[src/rtl/branch_predictor_bht_if.sv]
// Fetch/EX signal bundle between the pipeline and the BHT direction predictor.
// The master is the pipeline side; the slave is the predictor.
interface branch_predictor_bht_if #(
  parameter int PC_WIDTH  = 32,
  parameter int CNT_WIDTH = 32
);
  logic [PC_WIDTH-1:0]  if_pc;
  logic                 if_pred_taken;
  logic                 ex_valid;
  logic                 ex_is_branch;
  logic                 ex_br_type;
  logic [PC_WIDTH-1:0]  ex_pc;
  logic                 ex_zero;
  logic                 ex_pred_taken;
  logic                 ex_actual_taken;
  logic                 ex_mispredict;
  logic [CNT_WIDTH-1:0] branch_count;
  logic [CNT_WIDTH-1:0] mispredict_count;

  modport master (
    output if_pc, ex_valid, ex_is_branch, ex_br_type, ex_pc, ex_zero, ex_pred_taken,
    input  if_pred_taken, ex_actual_taken, ex_mispredict, branch_count, mispredict_count
  );

  modport slave (
    input  if_pc, ex_valid, ex_is_branch, ex_br_type, ex_pc, ex_zero, ex_pred_taken,
    output if_pred_taken, ex_actual_taken, ex_mispredict, branch_count, mispredict_count
  );
endinterface

[src/rtl/branch_predictor_bht.sv]
// 2-bit saturating-counter BHT: zero-latency fetch prediction, combinational EX resolve,
// table/perf-counter update on the clock edge; never stalls the pipeline.
module branch_predictor_bht #(
  parameter int INDEX_BITS = 6,
  parameter int PC_WIDTH   = 32,
  parameter int CNT_WIDTH  = 32
) (
  input  logic                   clk,
  input  logic                   rst_n,
  branch_predictor_bht_if.slave  bp
);
  localparam int ENTRIES = 1 << INDEX_BITS;

  logic [1:0]            bht_q [ENTRIES];
  logic [1:0]            entry_cur;
  logic [1:0]            entry_d;
  logic [INDEX_BITS-1:0] if_idx;
  logic [INDEX_BITS-1:0] ex_idx;
  logic                  update_en;
  logic                  actual_taken;
  logic                  mispredict;
  logic [CNT_WIDTH-1:0]  branch_count_q, branch_count_d;
  logic [CNT_WIDTH-1:0]  mispredict_count_q, mispredict_count_d;

  // Word-aligned PCs: the low two bits carry no index information.
  assign if_idx = bp.if_pc[INDEX_BITS+1:2];
  assign ex_idx = bp.ex_pc[INDEX_BITS+1:2];

  assign update_en = bp.ex_valid & bp.ex_is_branch;

  always_comb begin
    actual_taken = 1'b0;
    if (update_en) begin
      actual_taken = bp.ex_br_type ? ~bp.ex_zero : bp.ex_zero;
    end
    mispredict = update_en & (actual_taken != bp.ex_pred_taken);
  end

  assign entry_cur = bht_q[ex_idx];

  always_comb begin
    entry_d = entry_cur;
    if (actual_taken) begin
      if (entry_cur != 2'b11) entry_d = entry_cur + 2'd1;
    end else begin
      if (entry_cur != 2'b00) entry_d = entry_cur - 2'd1;
    end
  end

  always_comb begin
    branch_count_d     = branch_count_q;
    mispredict_count_d = mispredict_count_q;
    if (update_en) begin
      if (branch_count_q != '1) branch_count_d = branch_count_q + 1'b1;
      if (mispredict && (mispredict_count_q != '1)) begin
        mispredict_count_d = mispredict_count_q + 1'b1;
      end
    end
  end

  // Entries reset to weak-NT, so the prediction reads 0 while reset is held.
  always_ff @(posedge clk or negedge rst_n) begin
    if (!rst_n) begin
      for (int i = 0; i < ENTRIES; i++) bht_q[i] <= 2'b01;
    end else if (update_en) begin
      bht_q[ex_idx] <= entry_d;
    end
  end

  always_ff @(posedge clk or negedge rst_n) begin
    if (!rst_n) begin
      branch_count_q     <= '0;
      mispredict_count_q <= '0;
    end else begin
      branch_count_q     <= branch_count_d;
      mispredict_count_q <= mispredict_count_d;
    end
  end

  assign bp.if_pred_taken    = bht_q[if_idx][1];
  assign bp.ex_actual_taken  = actual_taken;
  assign bp.ex_mispredict    = mispredict;
  assign bp.branch_count     = branch_count_q;
  assign bp.mispredict_count = mispredict_count_q;
endmodule

[src/flat_wrapper.sv]
// flat-port wrapper written by rule: the top's interface ports become plain ports
module branch_predictor_bht_flat 
#(
  parameter int INDEX_BITS = 6,
  parameter int PC_WIDTH   = 32,
  parameter int CNT_WIDTH  = 32
)
  (clk, rst_n, bp_if_pc, bp_ex_valid, bp_ex_is_branch, bp_ex_br_type, bp_ex_pc, bp_ex_zero, bp_ex_pred_taken, bp_if_pred_taken, bp_ex_actual_taken, bp_ex_mispredict, bp_branch_count, bp_mispredict_count);
  branch_predictor_bht_if #(.PC_WIDTH(PC_WIDTH), .CNT_WIDTH(CNT_WIDTH)) bp_i ();
  input  logic clk;
  input  logic rst_n;
  input wire logic [$bits(bp_i.if_pc)-1:0] bp_if_pc;
  input wire logic [$bits(bp_i.ex_valid)-1:0] bp_ex_valid;
  input wire logic [$bits(bp_i.ex_is_branch)-1:0] bp_ex_is_branch;
  input wire logic [$bits(bp_i.ex_br_type)-1:0] bp_ex_br_type;
  input wire logic [$bits(bp_i.ex_pc)-1:0] bp_ex_pc;
  input wire logic [$bits(bp_i.ex_zero)-1:0] bp_ex_zero;
  input wire logic [$bits(bp_i.ex_pred_taken)-1:0] bp_ex_pred_taken;
  output wire logic [$bits(bp_i.if_pred_taken)-1:0] bp_if_pred_taken;
  output wire logic [$bits(bp_i.ex_actual_taken)-1:0] bp_ex_actual_taken;
  output wire logic [$bits(bp_i.ex_mispredict)-1:0] bp_ex_mispredict;
  output wire logic [$bits(bp_i.branch_count)-1:0] bp_branch_count;
  output wire logic [$bits(bp_i.mispredict_count)-1:0] bp_mispredict_count;
  assign bp_i.if_pc = bp_if_pc;
  assign bp_i.ex_valid = bp_ex_valid;
  assign bp_i.ex_is_branch = bp_ex_is_branch;
  assign bp_i.ex_br_type = bp_ex_br_type;
  assign bp_i.ex_pc = bp_ex_pc;
  assign bp_i.ex_zero = bp_ex_zero;
  assign bp_i.ex_pred_taken = bp_ex_pred_taken;
  assign bp_if_pred_taken = bp_i.if_pred_taken;
  assign bp_ex_actual_taken = bp_i.ex_actual_taken;
  assign bp_ex_mispredict = bp_i.ex_mispredict;
  assign bp_branch_count = bp_i.branch_count;
  assign bp_mispredict_count = bp_i.mispredict_count;
  branch_predictor_bht #(.INDEX_BITS(INDEX_BITS), .PC_WIDTH(PC_WIDTH), .CNT_WIDTH(CNT_WIDTH)) u_core (.clk(clk), .rst_n(rst_n), .bp(bp_i));
endmodule
[config.mk]
export PLATFORM = sky130hd
export DESIGN_NAME = branch_predictor_bht_flat
export DESIGN_NICKNAME = d
export VERILOG_FILES = /design/src/rtl/branch_predictor_bht_if.sv /design/src/rtl/branch_predictor_bht.sv /design/src/flat_wrapper.sv
export SDC_FILE = /design/constraint.sdc
export NUM_CORES = 1
export LEC_CHECK = 0
export CORE_ASPECT_RATIO = 2
export CORE_UTILIZATION = 45
export DETAILED_ROUTE_END_ITERATION = 16
export PLACE_DENSITY = 0.7
export SLEW_MARGIN = 20
export SYNTH_ARGS = -nofsm -noshare
export SYNTH_HDL_FRONTEND = slang
export SYNTH_SLANG_ARGS = --single-unit
[constraint.sdc]
create_clock -name clk -period 2.8 [get_ports clk]
set_input_delay 0.42 -clock clk [delete_from_list [all_inputs] [get_ports clk]]
set_output_delay 0.42 -clock clk [all_outputs]
set_load 0.05 [all_outputs]
[After elaboration in Yosys (flattened, before gate mapping)]
Index checks and enable logic that the tools add are counted.
Storage, ports and cells
  flip-flop bits (word level): 192
  ROM bits: 0
  bits in latches: 0
  output and inout bits: 67
  memories: 0
  memory bits (writable): 0
Operators by class
  bitwise logic cells: 5
  mux-type cells: 14
  multipliers: 0
  equality and inequality tests: 4
  order comparisons: 3
  divide/modulo/power cells: 0
  add/sub/neg operators: 4
  shift-type cells: 0
  reduce and logical (&&, ||, !) cells: 5
Operators by type and width (count)
  $bwmux W128: 1
  $add A32 B1 Y32 const B: 2
  $ne A32 B32 Y1 const B: 2
  $bmux W2 S6: 2
  $mux W2: 8
  $ge A7 B7 Y1 const B: 2
  $not A6 Y7: 2
  $demux W2 S6: 1
  $lt A7 B1 Y1 const B: 1
  $reduce_and A2 Y1: 2
  $add A2 B1 Y2 const B: 1
  $and A1 B1 Y1: 2
  $logic_and A1 B1 Y1: 2
  $mux W1: 2
  $ne A2 B2 Y1 const B: 1
  $reduce_bool A2 Y1: 1
  $sub A2 B1 Y2 const B: 1
  $ne A1 B1 Y1: 1
  $not A1 Y1: 1

[Logic depth before layout (Yosys ltp)]
  depth in word-level cells: 8
  gate-level depth with buffers: 12
  mapped depth without buffers: 8

[Worst setup path before layout]
OpenSTA, ideal clock, no wires.
  kind: in2out
  start: in bp_if_pc[2]
  end: out bp_if_pred_taken
  slack: -0.366 ns
  data arrival time: 2.746 ns
  required time: 2.380 ns
  path buffers: 2
  stages on the path: 5
  cell sequence: clkbuf_1 buf_2 mux4_2 mux4_2 mux4_2
Between the ends
  word-level cells in the longest chain between the ends: 4
Ends and longest elaborated chain
  from (decl): line flat_wrapper.sv:12  | input wire logic [$bits(bp_i.if_pc)-1:0] bp_if_pc;
  $not A6 Y7 (not written as such): line branch_predictor_bht.sv:80  | assign bp.if_pred_taken = bht_q[if_idx][1];
  $bmux W2 S6: line branch_predictor_bht.sv:80
  $mux W2 (not written as such) (2 in series): line branch_predictor_bht.sv:80
  to (decl): line flat_wrapper.sv:19  | output wire logic [$bits(bp_i.if_pred_taken)-1:0] bp_if_pred_taken;
Every way passes these cells. The select of a mux whose other input is x is not followed.

[Worst setup path after layout]
  start: in bp_if_pc[3]
  end: out bp_if_pred_taken
Same word-level chain as after synthesis.

==> out/metrics.yaml <==
crit_arrival_ns: 2.60
area_growth_pct: 24.0
finalCritPeriodShare_pct: 108
via_per_inst: 5.73
maxCapViolCount: 0
power.total_mw: 7.45
endpoint_kind: "output port"
synth.top_cells.by_area: "dfrtp_1 32%, dfstp_2 17%, mux4_2 11%"
wire_per_inst_um: 18.9
drive_gt1_share_pct: 24.0
drcViolationCount: 0
cts-htree-levels: 4
synthCells: 952
firstDrtPassIters: 5
start_kind: "input pin"
status: "finished, violations left"
ys_async_sr_fraction_pct: 100
wl_um: 25900
synth.distinct_cells: 52
core_sq_um: 21500
initial_core_util_pct: 45.9
clock-sinks: 192
path_class: "input pin to output port"
pin_count: 138
ant_nets: 0
tritoncts: "built"
place_inst: 1328
yosysWarnings: 0
grt_max_degree: 68
final_max_slew_viol_count: 0
dp_hpwl_um: 18500
vias: 7854
clockBufferDepth: 2
hold_viol: 0
clk_latency_ns: 0.45
grt_usage_pct: 24.5
first_global_vias: 7877
power_leakage_nw: 4.91
holdPathStages: 2
period_minus_slack_ns: 3.02
synth_top_cell_by_area: "dfrtp_1"
final_cells: 1371
hold_path_class: "flop to flop"
synthFlopType: "dfrtp_1"
die_area_sq_um: 22600
syn_avg_cell_area_sq_um: 10.4
grt_setup_unrepaired: "true"
tightest_slew_ns: 0.594
die_h_um: 211
yosysTopAreaCellShare_pct: 32.5
gr-total-overflow: 0
synth_edf_count: 0
setup_viol: 1
crit_path_max_fanout: 8
synth_area_sq_um: 9870
synth_fp_nets: 1025
finalSetupTns_ns: -0.219
diodes: 0
fin_ws_ns: -0.219
synth.ff_latch_count: 192
violations: "setup timing"
ir_drop_mv: 0.598
die_x_um: 107
critPathRequiredTime_ns: 2.38
fin_nets: 1158
fillers: 1855
portBuffers: 85
finClkSkew_ns: 0.00911
drt_iter0_markers: 478
final_util_pct: 56.9
root_buffer: "clkbuf_16"
path_clk_slew_ns: 0.07
seq_area_frac_synth_pct: 49.5
cts_buffers: 17
grt_pass1_wl_um: 41700
power_density_nw_per_um2: 609
max_freq_ghz: 0.331
relSlewSlack_pct: 60.1
grt_antenna_before_repair: 0
r2r_cells: 8
routabilityCongestion: 0.912
row_count: 76
==> critical path, stage by stage <==
cell and delay (ns):
dlygate4sd2_1 0.34, bufbuf_16 0.32, mux4_2 0.29, mux4_2 0.51, mux4_2 0.54, buf_8 0.18
==> cells in the final DEF, fill, tap and decap left out, drive strengths merged, types with 41 or more instances in the layout <==
cell type / n
dfrtp: 128
nor2: 76
dfstp: 64
buf: 93
nand2: 174
o21ai: 66
a31oi: 42
xnor2: 41
a21oi: 70
clkdlybuf4s50: 77
mux4: 47
==> registers in the layout, indices dropped and copies added, names as in the netlist <==
signal and cells:
u_core.bp.mispredict_count 32, u_core.bht_q 128, u_core.bp.branch_count 32
==> layout make-up <==
class / instances / area, sq um / share of cell area, %
tap: 273 / 342 / 2.79
multi-input combinational: 690 / 4610 / 37.7
clock inverter: 13 / 175 / 1.43
inverter: 10 / 37.5 / 0.307
clock buffer: 19 / 453 / 3.70
timing repair buffer: 174 / 1730 / 14.1
sequential: 192 / 4880 / 39.9
==> cells by family (layout without fill, tap and decap cells) <==
family,Yosys count,count (layout),synth area share [%]
fa+ha+maj,4,4,0.494
buf+inv,70,216,4.06
mux,60,60,12.1
compound gates,198,198,11.2
xor+xnor,63,63,5.59
simple gates,365,365,17.0
flops,192,192,49.5
==> report_power, final <==
part           internal (mW)  switching, mW  total, mW
logic                  0.644          0.857       1.50
registers               3.07          0.270       3.34
clock network           1.47           1.13       2.60
==> path summary, 6_finish.rpt <==
check / start / to / slack, ns
hold reg to reg: u_core.bht_q[40]$_DFFE_PN1P_ / u_core.bht_q[40]$_DFFE_PN1P_ / 0.46
max in group asynchronous: rst_n / u_core.bht_q[110]$_DFFE_PN1P_ / 1.44
setup reg to reg: u_core.bht_q[116]$_DFFE_PN1P_ / u_core.bht_q[12]$_DFFE_PN1P_ / 0.25
hold / removal: u_core.bht_q[40]$_DFFE_PN1P_ / u_core.bht_q[40]$_DFFE_PN1P_ / 0.46
min in group asynchronous: rst_n / u_core.bp.branch_count[7]$_DFFE_PN0P_ / 0.53
setup / recovery: bp_if_pc[3] / bp_if_pred_taken / -0.22
==> synth_stat cells (5+ instances only) <==
library cell  number
nand2_1          174
dfrtp_1          128
nor2_1            76
a21oi_1           69
dfstp_2           64
o21ai_1           61
mux4_2            47
a31oi_1           42
xnor2_1           41
nand3_1           35
clkbuf_1          31
xor2_1            22
nand4_1           19
buf_6             16
nor3_1            12
and4_1            11
inv_1             10
and3_1             9
buf_2              8
nor4_1             8
a22oi_1            6
mux2_2             6
mux2i_1            6
o21ai_0            5
or2_2              5
==> timing repair <==
action                                 4_1_cts  5_1_grt
buffers inserted                             7        1
gates cloned                                 2        0
hold buffers                                 1        0
setup endpoints to repair                    1        1
endpoints found under the hold margin       35        0
pin swaps                                    0        0
resized for setup                            9        0
==> metal layers <==
layer | global-route usage (%) | share of wire [%] | vias to the layer above
li1 | - | - | 3699
met4 | 18.4 | 6.9 | 0
met5 | 0 | 0 | -
met2 | 43.5 | 53 | 264
met3 | 3.42 | 3.6 | 86
met1 | 25.8 | 36 | 3805
==> through the flow <==
step / setup WS (ns) / hold slack, ns / area, sq um
floorplan: 0.00399 / 0.124 / 9880
global placement: -0.509 / 0.445 / 11500
detailed placement: -0.506 / 0.451 / 11500
CTS: -0.202 / 0.462 / 12200
global route: -0.224 / 0.473 / 12200
finish: -0.219 / 0.459 / 12200
Power figures use the tool's default switching activity.
